`src/rtl/data_mem_pkg.sv`:
```
// Shared types and constants for the parametrised data memory.
//   mem_state_t : init-sequencer state (INIT fills the array, IDLE serves accesses)
//   INIT_ZERO   : init sequence writes 0 to every word
//   INIT_INDEX  : init sequence writes the word's own index (zero-extended/truncated)
package data_mem_pkg;

    typedef enum logic {
        INIT = 1'b0,
        IDLE = 1'b1
    } mem_state_t;

    localparam int INIT_ZERO  = 0;
    localparam int INIT_INDEX = 1;

endpackage

```
`src/rtl/data_memory_param_mem_init_seq.sv`:
```
// Hardware init sequencer: walks every word address once after reset or after
// an init_req pulse seen in IDLE, presenting one init write per clock.
//   clk, reset_n : clock, synchronous active-low reset (restarts the sequence)
//   init_req     : 1-cycle pulse, honoured only in IDLE
//   busy         : sequence running (high for exactly 2**ADDR_W cycles)
//   init_we      : write strobe for the storage array
//   init_addr    : word currently being initialised
//   init_data    : value for that word, chosen by INIT_MODE
module mem_init_seq
    import data_mem_pkg::*;
#(
    parameter int DATA_W    = 4,
    parameter int ADDR_W    = 4,
    parameter int INIT_MODE = INIT_INDEX
) (
    input  logic              clk,
    input  logic              reset_n,
    input  logic              init_req,
    output logic              busy,
    output logic              init_we,
    output logic [ADDR_W-1:0] init_addr,
    output logic [DATA_W-1:0] init_data
);

    // Explicit last-word compare keeps cnt at ADDR_W bits without wrapping into a second pass.
    localparam logic [ADDR_W-1:0] LAST_ADDR = '1;

    mem_state_t        state_q;
    logic [ADDR_W-1:0] cnt_q;

    // NOTE: clocked state uses non-blocking (<=) so every flop samples pre-edge values.
    always_ff @(posedge clk) begin
        if (!reset_n) begin
            state_q <= INIT;
            cnt_q   <= '0;
        end else if (state_q == INIT) begin
            if (cnt_q == LAST_ADDR) begin
                state_q <= IDLE;
                cnt_q   <= '0;
            end else begin
                cnt_q <= cnt_q + ADDR_W'(1);
            end
        end else if (init_req) begin
            state_q <= INIT;
            cnt_q   <= '0;
        end
    end

    assign busy      = (state_q == INIT);
    assign init_we   = busy;
    assign init_addr = cnt_q;

    generate
        if (INIT_MODE == INIT_INDEX) begin : g_init_index
            // Size cast truncates when DATA_W < ADDR_W and zero-extends otherwise.
            assign init_data = DATA_W'(cnt_q);
        end else begin : g_init_zero
            assign init_data = '0;
        end
    endgenerate

endmodule

```
`src/rtl/data_memory_param.sv`:
```
// Parametrised single-port data memory with hardware init and optional read register.
//   clk, reset_n : clock, synchronous active-low reset (restarts init)
//   M_add        : word address shared by read and write
//   M_wd, M_we   : write data / write enable
//   M_re         : read enable
//   init_req     : 1-cycle pulse re-running the init sequence (IDLE only)
//   M_rd         : read data, 0 when no valid read
//   M_rvalid     : M_rd holds valid read data
//   busy         : init running, user accesses ignored
//   access_err   : 1-cycle pulse after an access attempted while busy
module data_memory_param
    import data_mem_pkg::*;
#(
    parameter int DATA_W    = 4,
    parameter int ADDR_W    = 4,
    parameter int INIT_MODE = INIT_INDEX,
    parameter int READ_LAT  = 0
) (
    input  logic              clk,
    input  logic              reset_n,
    input  logic [ADDR_W-1:0] M_add,
    input  logic [DATA_W-1:0] M_wd,
    input  logic              M_we,
    input  logic              M_re,
    input  logic              init_req,
    output logic [DATA_W-1:0] M_rd,
    output logic              M_rvalid,
    output logic              busy,
    output logic              access_err
);

    localparam int DEPTH = 2 ** ADDR_W;

    logic              init_we;
    logic [ADDR_W-1:0] init_addr;
    logic [DATA_W-1:0] init_data;

    logic              wr_en;
    logic [ADDR_W-1:0] wr_addr;
    logic [DATA_W-1:0] wr_data;
    logic              rd_ok;
    logic              access_err_q;

    logic [DATA_W-1:0] mem_q [DEPTH];

    mem_init_seq #(
        .DATA_W    (DATA_W),
        .ADDR_W    (ADDR_W),
        .INIT_MODE (INIT_MODE)
    ) u_init_seq (
        .clk       (clk),
        .reset_n   (reset_n),
        .init_req  (init_req),
        .busy      (busy),
        .init_we   (init_we),
        .init_addr (init_addr),
        .init_data (init_data)
    );

    // User accesses are accepted only in IDLE, and a same-cycle init_req takes priority.
    assign rd_ok = !busy && !init_req && M_re;

    // Write-port mux: sequencer owns the port while busy. Writes are suppressed
    // in the reset cycle because the restarted init will overwrite every word anyway.
    // NOTE: every output of this always_comb gets a default first, so no latch is inferred.
    always_comb begin
        wr_en   = 1'b0;
        wr_addr = M_add;
        wr_data = M_wd;
        if (busy) begin
            wr_en   = init_we;
            wr_addr = init_addr;
            wr_data = init_data;
        end else begin
            wr_en = M_we && !init_req;
        end
        if (!reset_n) begin
            wr_en = 1'b0;
        end
    end

    // NOTE: the storage array has no reset; the init sequencer defines its contents instead.
    always_ff @(posedge clk) begin
        if (wr_en) begin
            mem_q[wr_addr] <= wr_data;
        end
    end

    always_ff @(posedge clk) begin
        if (!reset_n) begin
            access_err_q <= 1'b0;
        end else begin
            access_err_q <= busy && (M_we || M_re);
        end
    end

    assign access_err = access_err_q;

    generate
        if (READ_LAT == 0) begin : g_read_comb
            // Array is read before the edge, so a same-cycle write returns the old word.
            assign M_rvalid = rd_ok;
            assign M_rd     = rd_ok ? mem_q[M_add] : '0;
        end else begin : g_read_reg
            logic [DATA_W-1:0] rd_q;
            logic              rvalid_q;

            always_ff @(posedge clk) begin
                if (!reset_n) begin
                    rd_q     <= '0;
                    rvalid_q <= 1'b0;
                end else begin
                    rvalid_q <= rd_ok;
                    if (rd_ok) begin
                        // Write-first: rd_ok implies the same-cycle write is accepted.
                        rd_q <= M_we ? M_wd : mem_q[M_add];
                    end else begin
                        rd_q <= '0;
                    end
                end
            end

            assign M_rd     = rd_q;
            assign M_rvalid = rvalid_q;
        end
    endgenerate

endmodule

```
`config.mk`:
```
export PLATFORM = sky130hd
export DESIGN_NAME = data_memory_param
export DESIGN_NICKNAME = d
export VERILOG_FILES = /design/src/rtl/data_mem_pkg.sv /design/src/rtl/data_memory_param_mem_init_seq.sv /design/src/rtl/data_memory_param.sv
export SDC_FILE = /design/constraint.sdc
export NUM_CORES = 1
export LEC_CHECK = 0
export ABC_AREA = 1
export CORE_UTILIZATION = 25
export CTS_CLUSTER_DIAMETER = 50
export CTS_CLUSTER_SIZE = 30
export DETAILED_ROUTE_END_ITERATION = 10
export PLACE_DENSITY = 0.49
export SYNTH_ARGS = -nofsm -noshare
export SYNTH_HDL_FRONTEND = slang
export SYNTH_SLANG_ARGS = --single-unit
```
`constraint.sdc`:
```
create_clock -name clk -period 3.83 [get_ports clk]
set_input_delay 0.766 -clock clk [delete_from_list [all_inputs] [get_ports clk]]
set_output_delay 0.766 -clock clk [all_outputs]
set_load 0.005 [all_outputs]
```
==> impl_metrics.csv, run 1 <==
group,metric,value,unit
logic_synthesis,postSynthAreaPerCell,9.62,um2
sta,setup_violations,0,
drt,drc,0,
logic_synthesis,synthesis.nets,348,
critical_path,arrival,2.74,ns
critical_path,critPathMaxStageDelay,0.57,ns
critical_path,timing.critical_path.fanout_max,20,
floorplanning,floorplan_core_area,0.0126,mm2
floorplanning,row_count,41,
logic_synthesis,synth.area.top_cells,"edfxtp_1 60%, nand2_1 13%, nand3_1 7.2%, inv_1 4.9%, dfxtp_1 3.7%",
grt,overflow,0,
drt,routed-via-count,2266,
critical_path,endpoint_kind,"primary output",
logic_synthesis,netlist.area_leader.share,59.8,%
logic_synthesis,postSynth.asyncResetShare,0,%
critical_path,critical-path-top-delay-family,"buffers and inverters",
critical_path,worst_ep_required_time,3.06,ns
sta,shortest_clock_period_the_worst_path_allows_after_layout,3.50,ns
sta,totalNegativeSetupSlack,0,ns
grt,grt_usage,12.2,%
final_layout,insertedDiodeCount,0,
sta,slew_headroom,45.7,%
final_layout,final_layout_size_suffix_gt1_share,7.71,%
final_layout,fill_cell_instance_count_of_the_final_layout,1327,
sta,clock.fmax,286,MHz
cts,cts_max_level,3,
sta,hold_violations,0,
placement,postPlaceCellArea,0.00356,mm2
logic_synthesis,flop_and_latch_count_out_of_synthesis,70,
critical_path,critical_path.startpoint_type,"primary input",
pwr,worst_vdd_rail_ir_drop,0.260,mV
final_layout,area_delta_synth_final,20.8,%
sta,period_share,91.4,%
final_layout,utilization,30.9,%
grt,vias_in_the_first_global_route,2300,
sta,tightest_slew,0.815,ns
logic_synthesis,synth_flop_cell,"edfxtp_1",
floorplanning,die-area,0.0133,mm2
grt,antenna_found_initial,0,
critical_path,cpMaxStageDelayCell,"clkdlybuf4s50_1",
cts,clk_path_buf_depth,2,
cts,root_buffer,"clkbuf_16",
drt,wl_per_instance,13.6,um
pwr,p_leak,0.00160,uW
run,max_cap_viols,0,
sta,grt_setup_unrepaired,"false",
logic_synthesis,synth.distinct_cells,19,
placement,final_gp_congestion,0.872,
floorplanning,die_w,115,um
grt,grt_first_pass_wirelength,11900,um
critical_path,path_cells,"clkdlybuf4s50_1 -> buf_4 -> nand2_1 -> nand2_1 -> nand2_1 -> nand3_1 -> nand3_1 -> a21oi_1 -> clkdlybuf4s50_1",
floorplanning,start_util,25.6,%
cts,post_cts.resized_instances,0,
cts,cts_post_setup_buffers_inserted,0,
sta,worst_clock_skew,0.00626,ns
pwr,pwr_per_cell_area,479,mW/mm2
placement,dpl.hpwl,5020,um
final_layout,final_net_count,372,
placement,place_ws,0.367,ns
final_layout,most_common_cell_after_layout_fill_and_taps_aside,"nand2_1",
cts,clkTransAtPathRegs,0.05,ns
logic_synthesis,synth_sequential_area_ratio,63.6,%
cts,tritoncts,"built",
critical_path,timing.critical_path.mode_cell,"nand2_1",
logic_synthesis,yosys_warnings,0,
cts,tritoncts.num_buffers,9,
floorplanning,floorplan.die.height,115,um
cts,cts.sinks,70,
final_layout,post_route_cell_area,0.00388,mm2
logic_synthesis,synthDominantAreaCellType,"edfxtp_1",
hold_path,min-delay-path-class,"flop to flop",
drt,totalWireLength,7280,um
sta,hold_slack,0.529,ns
critical_path,crit_type,"primary input to primary output",
outcome,status,"finished clean",
logic_synthesis,synth-edff-count,64,
final_layout,mostFrequentLayoutCells,"114 x nand2_1, 64 x edfxtp_1, 46 x nand3_1",
drt,drt_first_pass_iters,4,
placement,port_buffers,19,
grt,grt_start_max_net_pins,33,
cts,clk_latency,0.33,ns
logic_synthesis,post_synth_inst_count,334,
floorplanning,floorplan.io_pins,20,
drt,initialDrtViolationCount,164,
drt,antenna_violating_nets_post_route,0,
drt,avgViaCountPerCell,4.24,
cts,holdBufCountCts,0,
sta,timing_max_transition_violations_final,0,
critical_path,crit_buf_inv,3,
logic_synthesis,mappedNetlistArea,0.00321,mm2
sta,timing.final.ws_setup,0.329,ns
## power by group
group          leakage [uW]  internal (uW)  switching [uW]
Sequential         0.000626            853            5.57
Combinational      0.000818           40.9            86.2
Clock              0.000154            569             304
Total               0.00160           1460             396
## path summary, 6_finish.rpt
kind                                         startpoint                       to  cells after the start  slack, ns
worst min-delay path            u_init_seq.init_addr[2]  u_init_seq.init_addr[2]                      2       0.53
worst min register to register  u_init_seq.init_addr[2]  u_init_seq.init_addr[2]                      2       0.53
worst max register to register       u_init_seq.state_q              mem_q[0][0]                      6       1.83
worst max-delay path                           M_add[0]                  M_rd[1]                      9       0.33
## area by class of cell
type | instances | area (um2) | area share (%)
flip-flops and latches | 70 | 2040 | 52.6
multi-input cells | 206 | 897 | 23.1
repair buffers | 25 | 235 | 6.06
clock buffers | 10 | 229 | 5.90
well taps | 172 | 215 | 5.55
inverters | 46 | 175 | 4.51
clock inverters | 6 | 86.3 | 2.23
## synth_stat cells (3+ instances only)
cell	count
inv_1	42
buf_2	3
dfxtp_1	6
a21oi_1	8
edfxtp_1	64
nand2_1	114
nand3_1	46
nor2_1	25
buf_6	5
o21ai_0	7
buf_4	4
inv_2	3
## logic make-up after synthesis
group / Yosys count / synth area share [%]
xor gates and xnor gates: 1 / 0.273
buffers and inverters: 58 / 8.61
and+or+nand+nor: 185 / 23.4
DFF: 70 / 63.6
AOI/OAI and AO/OA: 19 / 3.74
adders and majority gates: 1 / 0.389
## sequential cells by signal, indices dropped and copies added, names as in the netlist
name / flops
mem_q: 64
u_init_seq.init_addr: 4
access_err: 1
u_init_seq.state_q: 1
## layer usage
layer | share of wire (%) | routed length, um | vias to the layer above | global-route usage (%)
met3 | 4.3 | 316 | 7 | 2.90
met1 | 44 | 3210 | 1060 | 14.1
li1 | - | - | 1138 | -
met4 | 1.0 | 75 | 0 | 4.68
met5 | 0 | 0 | - | 0
met2 | 50 | 3680 | 61 | 21.6
## worst register-to-register path: cells and delay by family (launching register included)
family / cells / cell delay, ns
AOI/OAI and AO/OA: 1 / 0.10
buffers and inverters: 1 / 0.18
DFF: 1 / 0.61
and+or+nand+nor: 4 / 0.77
## metrics by stage
| step | std cells | power [uW] |
|---|---|---|
| CTS | 535 | 1870 |
| floorplan | 334 | 955 |
| global route | 535 | 1920 |
| finish | 535 | 1860 |
| detailed placement | 519 | 1000 |
| global placement | 519 | 1000 |
Note: power is estimated with default switching activity, not from simulation.
==> run 2: changes to the inputs <==
CELL_PAD_IN_SITES_DETAIL_PLACEMENT = 0   (was not set)
CELL_PAD_IN_SITES_GLOBAL_PLACEMENT = 2   (was not set)
HOLD_SLACK_MARGIN = 0.08   (was not set)
PLACE_DENSITY = 0.65   (was 0.49)
==> run 2 against run 1 <==
  * Global-route usage up 1.4 points
  * Worst setup slack improved by 0.0080 ns
  * Total power increased by 2.8%
  * Flip-flop and latch count unchanged
  * Sequential power barely moved
  * Clock power rose by 5.3%
  * Critical path type unchanged
  * Critical endpoint is now M_rd[2]
==> impl_metrics.csv, run 2 (same netlist as run 1, synthesis figures left out) <==
group,metric,value,unit
drt,drc,0,
floorplanning,floorplan.die.height,115,um
hold_path,min-delay-path-class,"flop to flop",
critical_path,path_cells,"clkdlybuf4s50_1 -> inv_4 -> nand2_1 -> nand2_1 -> nand2_1 -> nand3_1 -> nand3_1 -> a21oi_1 -> clkdlybuf4s50_1",
final_layout,insertedDiodeCount,0,
run,max_cap_viols,0,
pwr,worst_vdd_rail_ir_drop,0.172,mV
sta,period_share,91.2,%
pwr,comb_power_share,7.0,%
grt,overflow,0,
critical_path,critical-path-top-delay-family,"buffers and inverters",
sta,hold_violations,0,
placement,port_buffers,19,
sta,timing.final.ws_setup,0.337,ns
drt,wl_per_instance,14.8,um
floorplanning,start_util,25.6,%
final_layout,largest_register,"mem_q",
drt,drt_first_pass_iters,4,
pwr,p_clk_share,48.1,%
floorplanning,row_count,41,
sta,tightest_slew,0.623,ns
drt,wl_met3,317,um
critical_path,endpoint_kind,"primary output",
pwr,power_report.internal_total,1500,uW
floorplanning,die_w,115,um
pwr,pwr_per_cell_area,488,mW/mm2
final_layout,most_common_cell_after_layout_fill_and_taps_aside,"nand2_1",
pwr,power.sequential.fraction,44.9,%
sta,shortest_clock_period_the_worst_path_allows_after_layout,3.49,ns
sta,setup_violations,0,
cts,clk_latency,0.33,ns
drt,avgViaCountPerCell,4.11,
floorplanning,die-area,0.0133,mm2
outcome,status,"finished clean",
sta,clock.fmax,286,MHz
final_layout,area_delta_synth_final,21.9,%
final_layout,largest_reg_flops,64,
pwr,p_leak,0.00161,uW
grt,grt_start_max_net_pins,34,
critical_path,timing.critical_path.mode_cell,"nand2_1",
floorplanning,floorplan_core_area,0.0126,mm2
critical_path,arrival,2.73,ns
grt,antenna_found_initial,0,
placement,final_gp_congestion,0.777,
grt,grt_usage,13.6,%
cts,holdBufCountCts,0,
drt,met2RoutedLength,3810,um
critical_path,worst_ep_required_time,3.06,ns
cts,cts_max_level,3,
final_layout,final_layout_size_suffix_gt1_share,8.24,%
drt,initialDrtViolationCount,81,
sta,grt_setup_unrepaired,"false",
final_layout,multi_input_area,893,um2
critical_path,critical_path.startpoint_type,"primary input",
drt,antenna_violating_nets_post_route,0,
drt,totalWireLength,7940,um
final_layout,mostFrequentLayoutCells,"114 x nand2_1, 64 x edfxtp_1, 46 x nand3_1",
final_layout,fill_cell_instance_count_of_the_final_layout,1297,
cts,post_cts.resized_instances,0,
cts,tritoncts.num_buffers,9,
drt,maxUsedRoutingLayer,"met4",
critical_path,crit_type,"primary input to primary output",
critical_path,timing.critical_path.fanout_max,32,
sta,totalNegativeSetupSlack,0,ns
critical_path,cpMaxStageDelayCell,"clkdlybuf4s50_1",
cts,clkTransAtPathRegs,0.05,ns
placement,dpl.hpwl,5370,um
sta,timing_max_transition_violations_final,0,
cts,cts_post_setup_buffers_inserted,0,
drt,routed-via-count,2201,
critical_path,critPathMaxStageDelay,0.54,ns
pwr,power.switching,410,uW
drt,met1_length,3710,um
cts,clk_path_buf_depth,2,
grt,grt_first_pass_wirelength,12800,um
floorplanning,floorplan.io_pins,20,
sta,slew_headroom,58.3,%
cts,tritoncts,"built",
final_layout,ff_latch_area,0.00204,mm2
placement,place_ws,0.351,ns
pwr,power.switching_fraction,21.4,%
sta,worst_clock_skew,0.00260,ns
cts,cts.sinks,70,
final_layout,final_net_count,373,
cts,root_buffer,"clkbuf_16",
grt,vias_in_the_first_global_route,2249,
critical_path,crit_buf_inv,3,
## run 2: cell type report
type | count | share of cell area, %
Sequential cell | 70 | 52.2
Multi-Input combinational cell | 206 | 22.8
Timing Repair Buffer | 26 | 6.52
Clock buffer | 11 | 6.46
Tap cell | 172 | 5.50
Inverter | 46 | 4.47
Clock inverter | 5 | 2.08
## run 2: worst register-to-register path: stages, from the launching register on
cell	delay (ns)
dfxtp_1	0.59
inv_2	0.18
o21ai_2	0.23
nand3_1	0.23
nor2_1	0.40
## run 2: power by group through the flow
stage / Clock (uW) / Combinational, uW / Sequential, uW
after floorplan: 0 / 82.6 / 873
after global placement: 0 / 138 / 873
after detailed placement: 0 / 137 / 874
after CTS: 937 / 138 / 858
after global routing: 968 / 153 / 859
final: 919 / 134 / 858
## run 2: through the flow
step | hold WS, ns | power (uW) | utilization [%] | area, um2 | cells
5_1_grt | 0.568 | 1980 | 31.1 | 3920 | 536
4_1_cts | 0.537 | 1930 | 31.1 | 3920 | 536
3_3_place_gp | 0.524 | 1010 | 28.5 | 3580 | 520
3_5_place_dp | 0.529 | 1010 | 28.5 | 3580 | 520
6_report | 0.540 | 1910 | 31.1 | 3920 | 536
2_1_floorplan | 0.485 | 955 | - | 3210 | 334
## run 2: worst paths after layout
check	from	to	slack [ns]	cells after the start
worst min register to register	u_init_seq.init_addr[2]	u_init_seq.init_addr[2]	0.54	2
worst max register to register	u_init_seq.state_q	mem_q[4][2]	1.85	4
worst max-delay path	M_add[0]	M_rd[2]	0.34	9
worst min-delay path	u_init_seq.init_addr[2]	u_init_seq.init_addr[2]	0.54	2
## run 2: routing by layer
metal / track usage (%) / vias up
met5: 0 / -
met4: 5.19 / 0
met3: 3.48 / 8
met2: 22.1 / 46
met1: 17.3 / 1014
li1: - / 1133
==> run 3: changes to the inputs <==
REMOVE_ABC_BUFFERS = 1   (was not set)
==> run 3 against run 2 <==
  * Register-to-register slack about the same
  * Die area is the same
  * Count of clock-buffer cells in the layout is 2 higher
  * Wire length is 0.64% lower
  * Sequential power barely moved
  * Final cell count unchanged
  * Critical path depth stayed put
  * Global-route usage down 0.22 points
  * Clock skew is 0.0045 ns higher
  * Worst setup slack lost 0.020 ns
  * Flip-flop and latch count is the same
  * Critical endpoint is now M_rd[1]
  * Highest routed layer unchanged
==> impl_metrics.csv, run 3 (same netlist as run 1, synthesis figures left out) <==
group,metric,value,unit
cts,clkTransAtPathRegs,0.05,ns
final_layout,most_common_cell_after_layout_fill_and_taps_aside,"nand2_1",
critical_path,critical_path.startpoint_type,"primary input",
cts,clk_path_buf_depth,2,
outcome,status,"finished clean",
critical_path,r2r-end,"mem_q[7][2]",
critical_path,crit_buf_inv,3,
grt,overflow,0,
grt,global_route.usage.met2,20.8,%
placement,dpl.hpwl,5440,um
pwr,p_leak,0.00158,uW
final_layout,final_net_count,373,
grt,vias_in_the_first_global_route,2226,
grt,grt_usage,13.4,%
final_layout,area_delta_synth_final,19.4,%
sta,hold_violations,0,
cts,cts_post_setup_buffers_inserted,0,
floorplanning,die-area,0.0133,mm2
floorplanning,floorplan.die.height,115,um
final_layout,final_layout_size_suffix_gt1_share,7.14,%
critical_path,critical-path-top-delay-family,"buffers and inverters",
placement,postPlaceCellArea,0.00358,mm2
critical_path,endpoint_kind,"primary output",
floorplanning,start_util,25.6,%
grt,grt_first_pass_wirelength,12600,um
critical_path,worst_ep_required_time,3.06,ns
sta,timing_max_transition_violations_final,0,
final_layout,largest_register,"mem_q",
sta,shortest_clock_period_the_worst_path_allows_after_layout,3.51,ns
floorplanning,die_w,115,um
drt,drt_first_pass_iters,5,
drt,drc,0,
hold_path,min-delay-path-class,"flop to flop",
sta,tightest_slew,0.649,ns
final_layout,post_route_cell_area,0.00384,mm2
cts,root_buffer,"clkbuf_16",
cts,tritoncts,"built",
pwr,worst_vdd_rail_ir_drop,0.150,mV
sta,grt_setup_unrepaired,"false",
pwr,total_power,1700,uW
grt,globalRouteMet1Util,18.2,%
critical_path,timing.critical_path.mode_cell,"nand2_1",
placement,port_buffers,19,
critical_path,cpMaxStageDelayCell,"clkdlybuf4s50_1",
floorplanning,floorplan_core_area,0.0126,mm2
sta,clock.fmax,285,MHz
placement,final_gp_congestion,0.766,
critical_path,worst_r2r_path_cells,4,
grt,grt_use_met3,2.74,%
cts,cts_max_level,3,
critical_path,path_cells,"clkdlybuf4s50_1 -> inv_4 -> nand2_1 -> nand2_1 -> nand2_1 -> nand3_1 -> nand3_1 -> a21oi_1 -> clkdlybuf4s50_1",
floorplanning,row_count,41,
sta,setup_violations,0,
run,max_cap_viols,0,
hold_path,worstHoldEndpoint,"u_init_seq.init_addr[0]",
hold_path,min-delay-start,"u_init_seq.init_addr[0]",
final_layout,mostFrequentLayoutCells,"114 x nand2_1, 64 x edfxtp_1, 46 x nand3_1",
drt,routed-via-count,2241,
drt,initialDrtViolationCount,139,
cts,holdBufCountCts,0,
critical_path,timing.critical_path.fanout_max,32,
grt,grt_start_max_net_pins,34,
cts,clk_latency,0.33,ns
pwr,pwr_per_cell_area,444,mW/mm2
grt,antenna_found_initial,0,
sta,period_share,91.7,%
grt,global_route.peak_usage_layer,"met2",
critical_path,reg2reg_slack,1.84,ns
cts,cts.sinks,70,
critical_path,regToRegStartpoint,"u_init_seq.state_q",
critical_path,arrival,2.75,ns
drt,antenna_violating_nets_post_route,0,
drt,totalWireLength,7880,um
final_layout,utilization,30.5,%
sta,worst_clock_skew,0.00710,ns
cts,post_cts.resized_instances,0,
hold_path,hold_path_depth,2,
drt,wl_per_instance,14.7,um
final_layout,insertedDiodeCount,0,
floorplanning,floorplan.io_pins,20,
critical_path,critPathMaxStageDelay,0.54,ns
drt,avgViaCountPerCell,4.18,
sta,slew_headroom,56.6,%
final_layout,fill_cell_instance_count_of_the_final_layout,1338,
cts,tritoncts.num_buffers,9,
critical_path,crit_type,"primary input to primary output",
sta,totalNegativeSetupSlack,0,ns
final_layout,largest_reg_flops,64,
run 3: worst register-to-register path, delay by kind of cell (launching register included):
family / cells / cell delay [ns]
AO/OA/AOI/OAI: 1 / 0.24
buffers and inverters: 1 / 0.18
flip-flops: 1 / 0.60
AND/OR/NAND/NOR: 2 / 0.63
run 3: how the worst max path moves through the flow:
stage	end	from	depth (start not counted)
2_1_floorplan	M_rd[0]	M_add[0]	7
3_3_place_gp	M_rd[1]	M_add[0]	9
3_5_place_dp	M_rd[1]	M_add[0]	9
4_1_cts	M_rd[1]	M_add[0]	9
5_1_grt	M_rd[1]	M_add[0]	9
6_report	M_rd[1]	M_add[0]	9
run 3: power by group:
part           switching (uW)  internal (uW)
registers                5.99            853
clock network             277            434
logic                    89.6           43.4
run 3: routing by layer:
layer  share of wire [%]  wire length, um
met4                 1.3              106
met3                 3.4              265
met2                  45             3570
met1                  50             3950
met5                   0                0
run 3: through the flow:
| stage | hold slack [ns] | instances | worst slack [ns] |
|---|---|---|---|
| floorplan | 0.485 | 322 | 1.69 |
| global placement | 0.516 | 520 | 0.334 |
| detailed placement | 0.527 | 520 | 0.329 |
| CTS | 0.540 | 536 | 0.318 |
| global route | 0.589 | 536 | 0.193 |
| finish | 0.545 | 536 | 0.317 |
run 3: layout make-up:
class	count	area, um2	share of cell area [%]
Clock buffer	13	240	6.26
Clock inverter	3	15.0	0.391
Inverter	46	175	4.57
Multi-Input combinational cell	206	893	23.3
Sequential cell	70	2040	53.2
Tap cell	172	215	5.61
Timing Repair Buffer	26	255	6.65
